==> src/rtl/countdown_timer.sv <==
// Seconds countdown for a two-digit seven-segment display. A prescaler turns
// the system clock into count steps; load/start/pause strobes come from game control.
module countdown_timer #(
  parameter int unsigned CLK_FREQ    = 50_000_000,
  parameter int unsigned TICK_CYCLES = CLK_FREQ,
  parameter int unsigned INIT_VALUE  = 30
) (
  input  logic       i_clk,
  input  logic       i_rst_n,
  input  logic       i_load,
  input  logic [4:0] i_load_val,
  input  logic       i_start,
  input  logic       i_pause,
  output logic [4:0] o_time,
  output logic       o_running,
  output logic       o_expired,
  output logic       o_done
);

  localparam int unsigned     PW         = $clog2(TICK_CYCLES);
  localparam logic [PW-1:0]   PRESC_MAX  = PW'(TICK_CYCLES - 1);
  localparam logic [4:0]      INIT_TIME  = 5'(INIT_VALUE);

  typedef enum logic [1:0] {
    S_IDLE  = 2'd0,
    S_RUN   = 2'd1,
    S_PAUSE = 2'd2,
    S_DONE  = 2'd3
  } state_e;

  state_e        state_q, state_d;
  logic [PW-1:0] presc_q, presc_d;
  logic [4:0]    time_q, time_d;
  logic          done_q, done_d;
  logic          running_q, expired_q;

  // State, prescaler, count and flag registers
  always_ff @(posedge i_clk or negedge i_rst_n) begin
    if (!i_rst_n) begin
      state_q   <= S_IDLE;
      presc_q   <= '0;
      time_q    <= INIT_TIME;
      done_q    <= 1'b0;
      running_q <= 1'b0;
      expired_q <= 1'b0;
    end else begin
      state_q   <= state_d;
      presc_q   <= presc_d;
      time_q    <= time_d;
      done_q    <= done_d;
      running_q <= (state_d == S_RUN);
      expired_q <= (state_d == S_DONE);
    end
  end

  // Next-state logic; load overrides every other strobe, pause beats a wrap
  always_comb begin
    state_d = state_q;
    presc_d = presc_q;
    time_d  = time_q;
    done_d  = 1'b0;
    if (i_load) begin
      state_d = S_IDLE;
      presc_d = '0;
      time_d  = i_load_val;
    end else begin
      case (state_q)
        S_IDLE: begin
          if (i_start && (time_q != 5'd0)) begin
            state_d = S_RUN;
            presc_d = '0;
          end else begin
            state_d = S_IDLE;
          end
        end
        S_RUN: begin
          if (i_pause) begin
            state_d = S_PAUSE;
          end else if (presc_q == PRESC_MAX) begin
            presc_d = '0;
            time_d  = time_q - 5'd1;
            if (time_q == 5'd1) begin
              state_d = S_DONE;
              done_d  = 1'b1;
            end else begin
              state_d = S_RUN;
            end
          end else begin
            presc_d = presc_q + PW'(1);
          end
        end
        S_PAUSE: begin
          if (i_start) begin
            state_d = S_RUN;
          end else begin
            state_d = S_PAUSE;
          end
        end
        S_DONE: begin
          state_d = S_DONE;
        end
        default: begin
          state_d = S_IDLE;
          presc_d = '0;
        end
      endcase
    end
  end

  assign o_time    = time_q;
  assign o_running = running_q;
  assign o_expired = expired_q;
  assign o_done    = done_q;

endmodule
==> config.mk <==
export PLATFORM = sky130hd
export DESIGN_NAME = countdown_timer
export DESIGN_NICKNAME = d
export VERILOG_FILES = /design/src/rtl/countdown_timer.sv
export SDC_FILE = /design/constraint.sdc
export NUM_CORES = 1
export LEC_CHECK = 0
export CORE_UTILIZATION = 55
export DETAILED_ROUTE_END_ITERATION = 8
export MAX_ROUTING_LAYER = met4
export PLACE_DENSITY = 0.81
export SETUP_SLACK_MARGIN = 0.15
export SYNTH_ARGS = -nofsm -noshare
export SYNTH_HDL_FRONTEND = slang
export SYNTH_SLANG_ARGS = --single-unit
export TNS_END_PERCENT = 20
==> constraint.sdc <==
create_clock -name i_clk -period 5 [get_ports i_clk]
set_input_delay 1 -clock i_clk [delete_from_list [all_inputs] [get_ports i_clk]]
set_output_delay 1 -clock i_clk [all_outputs]
set_load 0.03 [all_outputs]
**Yosys cells after proc, flatten, opt, wreduce, memory -nomap -nowiden**

Cells that the tools add are included.

- Eq/ne operators: 10
- Reductions and logical operators: 8
- Add/subtract/negate cells: 2
- Mux-type cells: 21

Operators with widths:

| kind | number |
|---|---|
| 26-bit 2-to-1 mux | 4 |
| 26-bit one-hot mux with 2 select lines | 1 |
| 26-bit by 1-bit adder with 26-bit output (second input constant) | 1 |
| 26-bit equality test (second input constant) | 1 |
| 5-bit 2-to-1 mux | 4 |
| 2-bit 2-to-1 mux | 5 |
| 2-bit one-hot mux with 4 select lines | 1 |
| 2-bit equality test (second input constant) | 3 |
| 1-bit 2-to-1 mux | 6 |
| 3-bit inequality test (second input constant) | 2 |
| 3-bit AND reduction | 2 |
| 5-bit by 1-bit equality test with 1-bit output (second input constant) | 1 |
| 5-bit nonzero test | 1 |
| 5-bit by 1-bit subtractor with 5-bit output (second input constant) | 1 |
| 2-bit by 1-bit equality test with 1-bit output (second input constant) | 2 |
| 2-bit nonzero test | 2 |
| 3-bit nonzero test | 1 |
| 2-bit zero test | 1 |
| 2-bit inequality test (second input constant) | 1 |
| 1-bit logical AND | 1 |

- Word-level logic and storage cells: 47
- Bits of input ports: 10
- Output and inout bits: 8
- Bits in registers: 36

**Longest topological paths before layout**

Gate-level depths: netlist (run 1).

- Depth in word-level cells: 7
- Depth in mapped cells: 8
- Depth with buffers taken out: 7

**Worst setup path after synthesis (run 1)**

OpenSTA, ideal clock, no wires.

- Path kind: register to register
- Start point: reg time_q[0], in the netlist o_time[0]
- End point: reg presc_q[23]
- Buffers on the path: 1
- Arrival time: 2.121 ns
- Path slack: 2.754 ns
- Setup time: 0.125 ns
- Clock period less this slack: 2.246 ns
- Stages on the path, launching flop included: 9
- Path through: dfrtp_1 inv_1 ha_1 or4b_4 a311oi_4 buf_6 nor4_1 xnor2_1 nor2_1

- Cells in the longest elaborated chain, start to end: 4

RTL lines:

| what | line | text |
|---|---|---|
| start: declaration | 33 | `logic [4:0] time_q, time_d;` |
| start signal: assignment | 49 | `time_q <= time_d;` |
| 5-bit nonzero test | 69 | `if (i_start && (time_q != 5'd0)) begin` |
| 1-bit logical AND | 69 |  |
| 3-bit inequality test (no source line) | n/a |  |
| 3-bit AND reduction (no source line) | n/a |  |
| end signal: assignment | 48 | `presc_q <= presc_d;` |
| end: declaration | 32 | `logic [PW-1:0] presc_q, presc_d;` |

No other way between the ends.
A chain may end at the register's enable or synchronous reset.

**Final worst setup path (run 1)**

- Start point: in i_load
- End point: reg presc_q[13]

- Cells in the longest elaborated chain, start to end: 2
- Elaborated cells on any way between the ends: 5
- Those cells by class: eq/ne (2); mux (1); reduce/logical (2)

RTL lines:

| what | line | text |
|---|---|---|
| start: declaration | 10 | `input logic i_load,` |
| 3-bit inequality test (no source line) or 3-bit nonzero test (tied branches) | n/a |  |
| 3-bit AND reduction (no source line) | n/a |  |

Several ways; a longest one is shown, not always the timed one.

==> results of run 1 <==
[area by class of cell]
type                            count  area share (%)
Multi-Input combinational cell    161            46.1
Sequential cell                    36            39.3
Tap cell                           46            2.50
Timing Repair Buffer               17            7.17
Inverter                            6           0.978
Clock buffer                        8            3.91
[how the worst min path moves through the flow]
| stage | start | endpoint | slack (ps) | cells after the start |
|---|---|---|---|---|
| finish | presc_q[1]$_DFFE_PN0P_ | presc_q[1]$_DFFE_PN0P_ | 540 | 2 |
| floorplan | presc_q[1]$_DFFE_PN0P_ | presc_q[1]$_DFFE_PN0P_ | 480 | 2 |
| global route | presc_q[1]$_DFFE_PN0P_ | presc_q[1]$_DFFE_PN0P_ | 590 | 2 |
| detailed placement | presc_q[1]$_DFFE_PN0P_ | presc_q[1]$_DFFE_PN0P_ | 520 | 2 |
| CTS | presc_q[1]$_DFFE_PN0P_ | presc_q[1]$_DFFE_PN0P_ | 540 | 2 |
| global placement | presc_q[1]$_DFFE_PN0P_ | presc_q[1]$_DFFE_PN0P_ | 520 | 2 |
[through the flow]
| stage | std cells | power (W) | worst slack [ps] | util, % | cell area (um2) |
|---|---|---|---|---|---|
| detailed placement | 266 | 0.000387 | 1640 | 63.8 | 2210 |
| floorplan | 212 | 0.000362 | 2750 | - | 2060 |
| global route | 274 | 0.000620 | 1690 | 66.4 | 2300 |
| global placement | 266 | 0.000385 | 1690 | 63.8 | 2210 |
| CTS | 274 | 0.000599 | 1940 | 66.4 | 2300 |
| finish | 274 | 0.000591 | 1910 | 66.4 | 2300 |
[cell families (layout without fill, tap and decap cells)]
family / after synthesis / count (layout) / share of synthesized area [%]
AOI/OAI and AO/OA: 16 / 16 / 5.72
xor gates and xnor gates: 26 / 26 / 11.4
buffers and inverters: 15 / 31 / 4.32
DFF: 36 / 36 / 44.1
adders and majority gates: 4 / 4 / 2.43
muxes: 2 / 2 / 1.10
and+or+nand+nor: 113 / 113 / 30.9
[metal layers]
metal	wire length [um]	up-vias	track usage [%]
met1	1930	733	32.4
met3	190	12	6.52
li1	-	779	-
met2	1670	37	34.0
met4	108	0	12.8
met5	0	-	-
[worst register-to-register path: stages, from the launching register on]
cell and delay (ps):
dfrtp_1 430, inv_1 100, ha_1 150, or4b_4 490, a311oi_4 970, nor2_2 420, nor2_1 210
[placed cells by master, fill, tap and decap left out, types with 3 or more instances in the layout]
cell,instances
clkbuf_8,6
ha_1,4
nor3_1,10
nand3_1,9
inv_1,6
nand4_1,8
dfstp_2,4
xor2_1,3
xnor2_1,22
dfrtp_1,32
and4_1,4
a21oi_1,4
nor2_1,29
nor4_1,9
clkdlybuf4s50_1,16
nor3b_1,4
nand2_1,19
o21ai_0,6
[flip-flops by register name (all words and copies together), names as in the netlist]
name       cells
o_time         5
o_running      1
o_done         1
state_q        2
o_expired      1
presc_q       26
[report_power, final]
part,switching [W],internal (W)
Clock,0.0000977,0.000112
Combinational,0.0000454,0.0000270
Sequential,0.00000866,0.000300
Total,0.000152,0.000439
==> results.toml, run 1 <==
[floorplan]
die_h_um = 63.1
ios = 18
die_w_um = 63.1
start_util_pct = 59.3
core_area_um2 = 3470
dieArea_um2 = 3990
num_rows = 21

[yosys]
synth_edf_count = 0
netlist_area_um2 = 2060
yosys-top-cells-count = "dfrtp_1, nor2_1, xnor2_1"
synth.yosys.seq_area_share_pct = 44.1
synthArstFlopShare_pct = 100
synth.most_common_cell = "dfrtp_1"
synth_nets = 226
synth_largest_area_cell = "dfrtp_1"
syn-instance-count = 212
ys_warn_count = 0
syn_avg_cell_area_um2 = 9.70
yosysTopAreaCellShare_pct = 39.0
synth_cell_types = 41
ys_ff_latch = 36
synth_top_flop_cell = "dfrtp_1"
synth_area_leaders = "dfrtp_1, xnor2_1, nor2_1"

[layout]
final_nets = 241
n_antenna_cell = 0
drive_gt1_share_pct = 11.4
regArea_um2 = 906
multiInputGateArea_um2 = 1060
nFillCells = 301
area_delta_synth_final_pct = 12.0

[place]
detailed_place_hpwl_um = 2810
place.gp.congestion = 0.857
portBuffers = 17

[clock_network]
cts-buffers-inserted = 5
cts_hold_buf = 0
cts_tree = "done"
clockRootBuffer = "clkbuf_8"
cts.htree.levels = 2
insertion_delay_ps = 290
clkSlewWorstSetupHoldPaths_ps = 70
cts.path.max_buffers = 2
clock_sinks = 36
cts_resized = 0
cts_setup_buffers = 0

[job]
maxCapViolations = 0

[power]
p_leak_nw = 0.842
p_per_area_nw_per_um2 = 257
max-vdd-ir-drop_mv = 0.169

[setup_path]
crit_type = "in2reg"
rrSetupSlack_ps = 2160
endpoint = "presc_q[13]$_DFFE_PN0P_"
reg2reg_from = "o_time[0]$_DFFE_PN0P_"
cp_cell_sequence = "clkdlybuf4s50_1, a311oi_4, nor2_2, nor2_1"
cp-startpoint = "i_load"
path_delay_family = "compound AO/OA/AOI/OAI gates"
cp_data_required_time_ps = 5210
cp.depth = 4
crit_path_end_kind = "flip-flop"
slowest_delay_ps = 1010
worst-path-buf-inv = 1
crit_arrival_ps = 3300
r2r_cells = 6
crit_fanout = 25
worstReg2RegEnd = "presc_q[13]$_DFFE_PN0P_"
cp_slowest_cell = "a311oi_4"
cp-start-kind = "primary input"

[global_route]
grt_pass1_wl_um = 7170
grt_max_degree = 37
antenna_found_initial = 0
first_global_vias = 1597
track_usage_pct = 24.4
grt_remaining_overflow = 0

[sta]
hold_slack_ps = 537
slew_violations = 0
fin_crit_sh_pct = 61.7
finalSetupTns_ps = 0
period_needed_ps = 3090
fmax_mhz = 324
hold_viol = 0
worstMarginPinSlew_ps = 1130
skew_ps = 5.61
rsz0062_at_grt = "no"
setup_violations = 0
worst_slew_margin_rel_pct = 24.8

[routing]
drt-initial-drc-count = 96
drc = 0
vias = 1561
avgViaCountPerCell = 5.70
routed_wl_um = 3900
final_antenna_net_count = 0
first_pass_iters = 4
wl_per_cell_um = 14.2

[status]
status = "complete, no violations"

[hold_path]
hold_path.class = "reg2reg"
(Power assumes the default switching activity.)
==> run 2, diff against run 1 <==
- clock period: 5 -> 3.2 ns (I/O delays scaled with it)
==> run 2 against run 1 <==
Sequential share of layout area is 0.55 points lower. Clock power increased by 55%. First-iteration DRC count grew 48%. Combinational power up 64%. Setup slack worse by 1000 ps. Power rose by 57%. Core utilization increased by 0.94 points. Hold slack got worse by 100 ps. Cell count is 1.5% higher. Non-clock buffer count up 4. Largest power group unchanged.
==> results.toml, run 2 (synthesis gave the netlist of run 1 again) <==
[status]
status = "complete, no violations"

[setup_path]
worst-path-buf-inv = 3
r2r_cells = 8
crit_type = "reg2reg"
cp_slowest_cell = "or4b_4"
crit_top_cell = "buf_4"
worstReg2RegEnd = "presc_q[21]$_DFFE_PN0P_"
crit_fanout = 25
cp-start-kind = "flip-flop"
slowest_delay_ps = 490
reg2reg_from = "o_time[0]$_DFFE_PN0P_"
cp_cell_sequence = "inv_1, ha_1, or4b_4, a311oi_4, buf_4, nor2_2, buf_4, nor2_1"
crit_arrival_ps = 2520
path_delay_family = "simple AND/OR/NAND/NOR gates"
cp_data_required_time_ps = 3420
rrSetupSlack_ps = 900
crit_path_end_kind = "flip-flop"

[clock_network]
clock_sinks = 36
cts.path.max_buffers = 2
clkSlewWorstSetupHoldPaths_ps = 70
insertion_delay_ps = 280
cts_tree = "done"
cts_hold_buf = 0
clockRootBuffer = "clkbuf_8"
cts_resized = 0
cts.htree.levels = 2
cts-buffers-inserted = 5
cts_setup_buffers = 0

[power]
p_leak_nw = 0.868
max-vdd-ir-drop_mv = 0.271
p_total_w = 0.000926
p_per_area_nw_per_um2 = 397

[floorplan]
die_h_um = 63.1
core_area_um2 = 3470
ios = 18
die_w_um = 63.1
start_util_pct = 59.3
num_rows = 21
dieArea_um2 = 3990

[routing]
routed_wl_um = 3880
drc = 0
drt-initial-drc-count = 142
avgViaCountPerCell = 5.71
final_antenna_net_count = 0
first_pass_iters = 4
wl_per_cell_um = 13.9
vias = 1586

[place]
dpl_worst_slack_ps = 643
portBuffers = 17
detailed_place_hpwl_um = 2800
place.gp.congestion = 0.849

[sta]
skew_ps = 3.36
setup_violations = 0
finalSetupTns_ps = 0
fin_crit_sh_pct = 71.9
worst_slew_margin_rel_pct = 48.7
period_needed_ps = 2300
rsz0062_at_grt = "no"
timing.final.ws_setup_ps = 898
hold_slack_ps = 433
fmax_mhz = 434
slew_violations = 0
worstMarginPinSlew_ps = 770
hold_viol = 0

[global_route]
first_global_vias = 1526
grt_max_degree = 37
grt_remaining_overflow = 0
track_usage_pct = 23.3
grt_pass1_wl_um = 6930
antenna_found_initial = 0

[layout]
final_nets = 245
area_delta_synth_final_pct = 13.6
drive_gt1_share_pct = 13.8
top_register = "presc_q"
nFillCells = 288
regArea_um2 = 906
largest_register_ffs = 26
layout_common_cells = "dfrtp_1, nor2_1, xnor2_1"
layout_commonest_cell = "dfrtp_1"
multiInputGateArea_um2 = 1060
n_antenna_cell = 0

[hold_path]
hold_path.class = "in2async"

[job]
maxCapViolations = 0
[run 2: cell count changes in the layout (fill, tap and decap cells not counted)]
cell	previous run	this run
clkbuf_1	2	0
buf_4	0	4
clkinv_2	0	2
[run 2: worst max-delay path by stage]
stage                          startpoint                 endpoint  slack [ps]  depth (start not counted)
global route        o_time[0]$_DFFE_PN0P_   presc_q[6]$_DFFE_PN0P_         730                          8
detailed placement                i_pause  presc_q[21]$_DFFE_PN0P_         640                          7
global placement                  i_pause   presc_q[6]$_DFFE_PN0P_         700                          7
finish              o_time[0]$_DFFE_PN0P_  presc_q[21]$_DFFE_PN0P_         900                          8
CTS                 o_time[0]$_DFFE_PN0P_  presc_q[21]$_DFFE_PN0P_         890                          8
floorplan           o_time[0]$_DFFE_PN0P_  presc_q[23]$_DFFE_PN0P_         950                          8
[run 2: power breakdown]
group	internal [W]	total [W]	switching (W)
clock	0.000172	0.000325	0.000154
combinational	0.0000474	0.000119	0.0000713
sequential	0.000469	0.000482	0.0000130
[run 2: area by class of cell]
type | instances | area share [%]
multi-input cells | 161 | 45.4
flip-flops and latches | 36 | 38.8
repair buffers | 21 | 8.36
clock buffers | 6 | 3.54
well taps | 46 | 2.47
inverters | 6 | 0.965
clock inverters | 2 | 0.429
[run 2: per-layer routing]
layer	wire length (um)	vias up	track usage, %
li1	-	786	-
met1	1890	760	32.0
met4	22	0	7.27
met3	191	4	5.98
met2	1770	36	33.6
met5	0	-	-
[run 2: through the flow]
step	utilization (%)	cell area [um2]	instances
3_3_place_gp	64.6	2240	270
5_1_grt	67.3	2330	278
2_1_floorplan	-	2060	212
3_5_place_dp	64.6	2240	270
6_report	67.3	2330	278
4_1_cts	67.3	2330	278
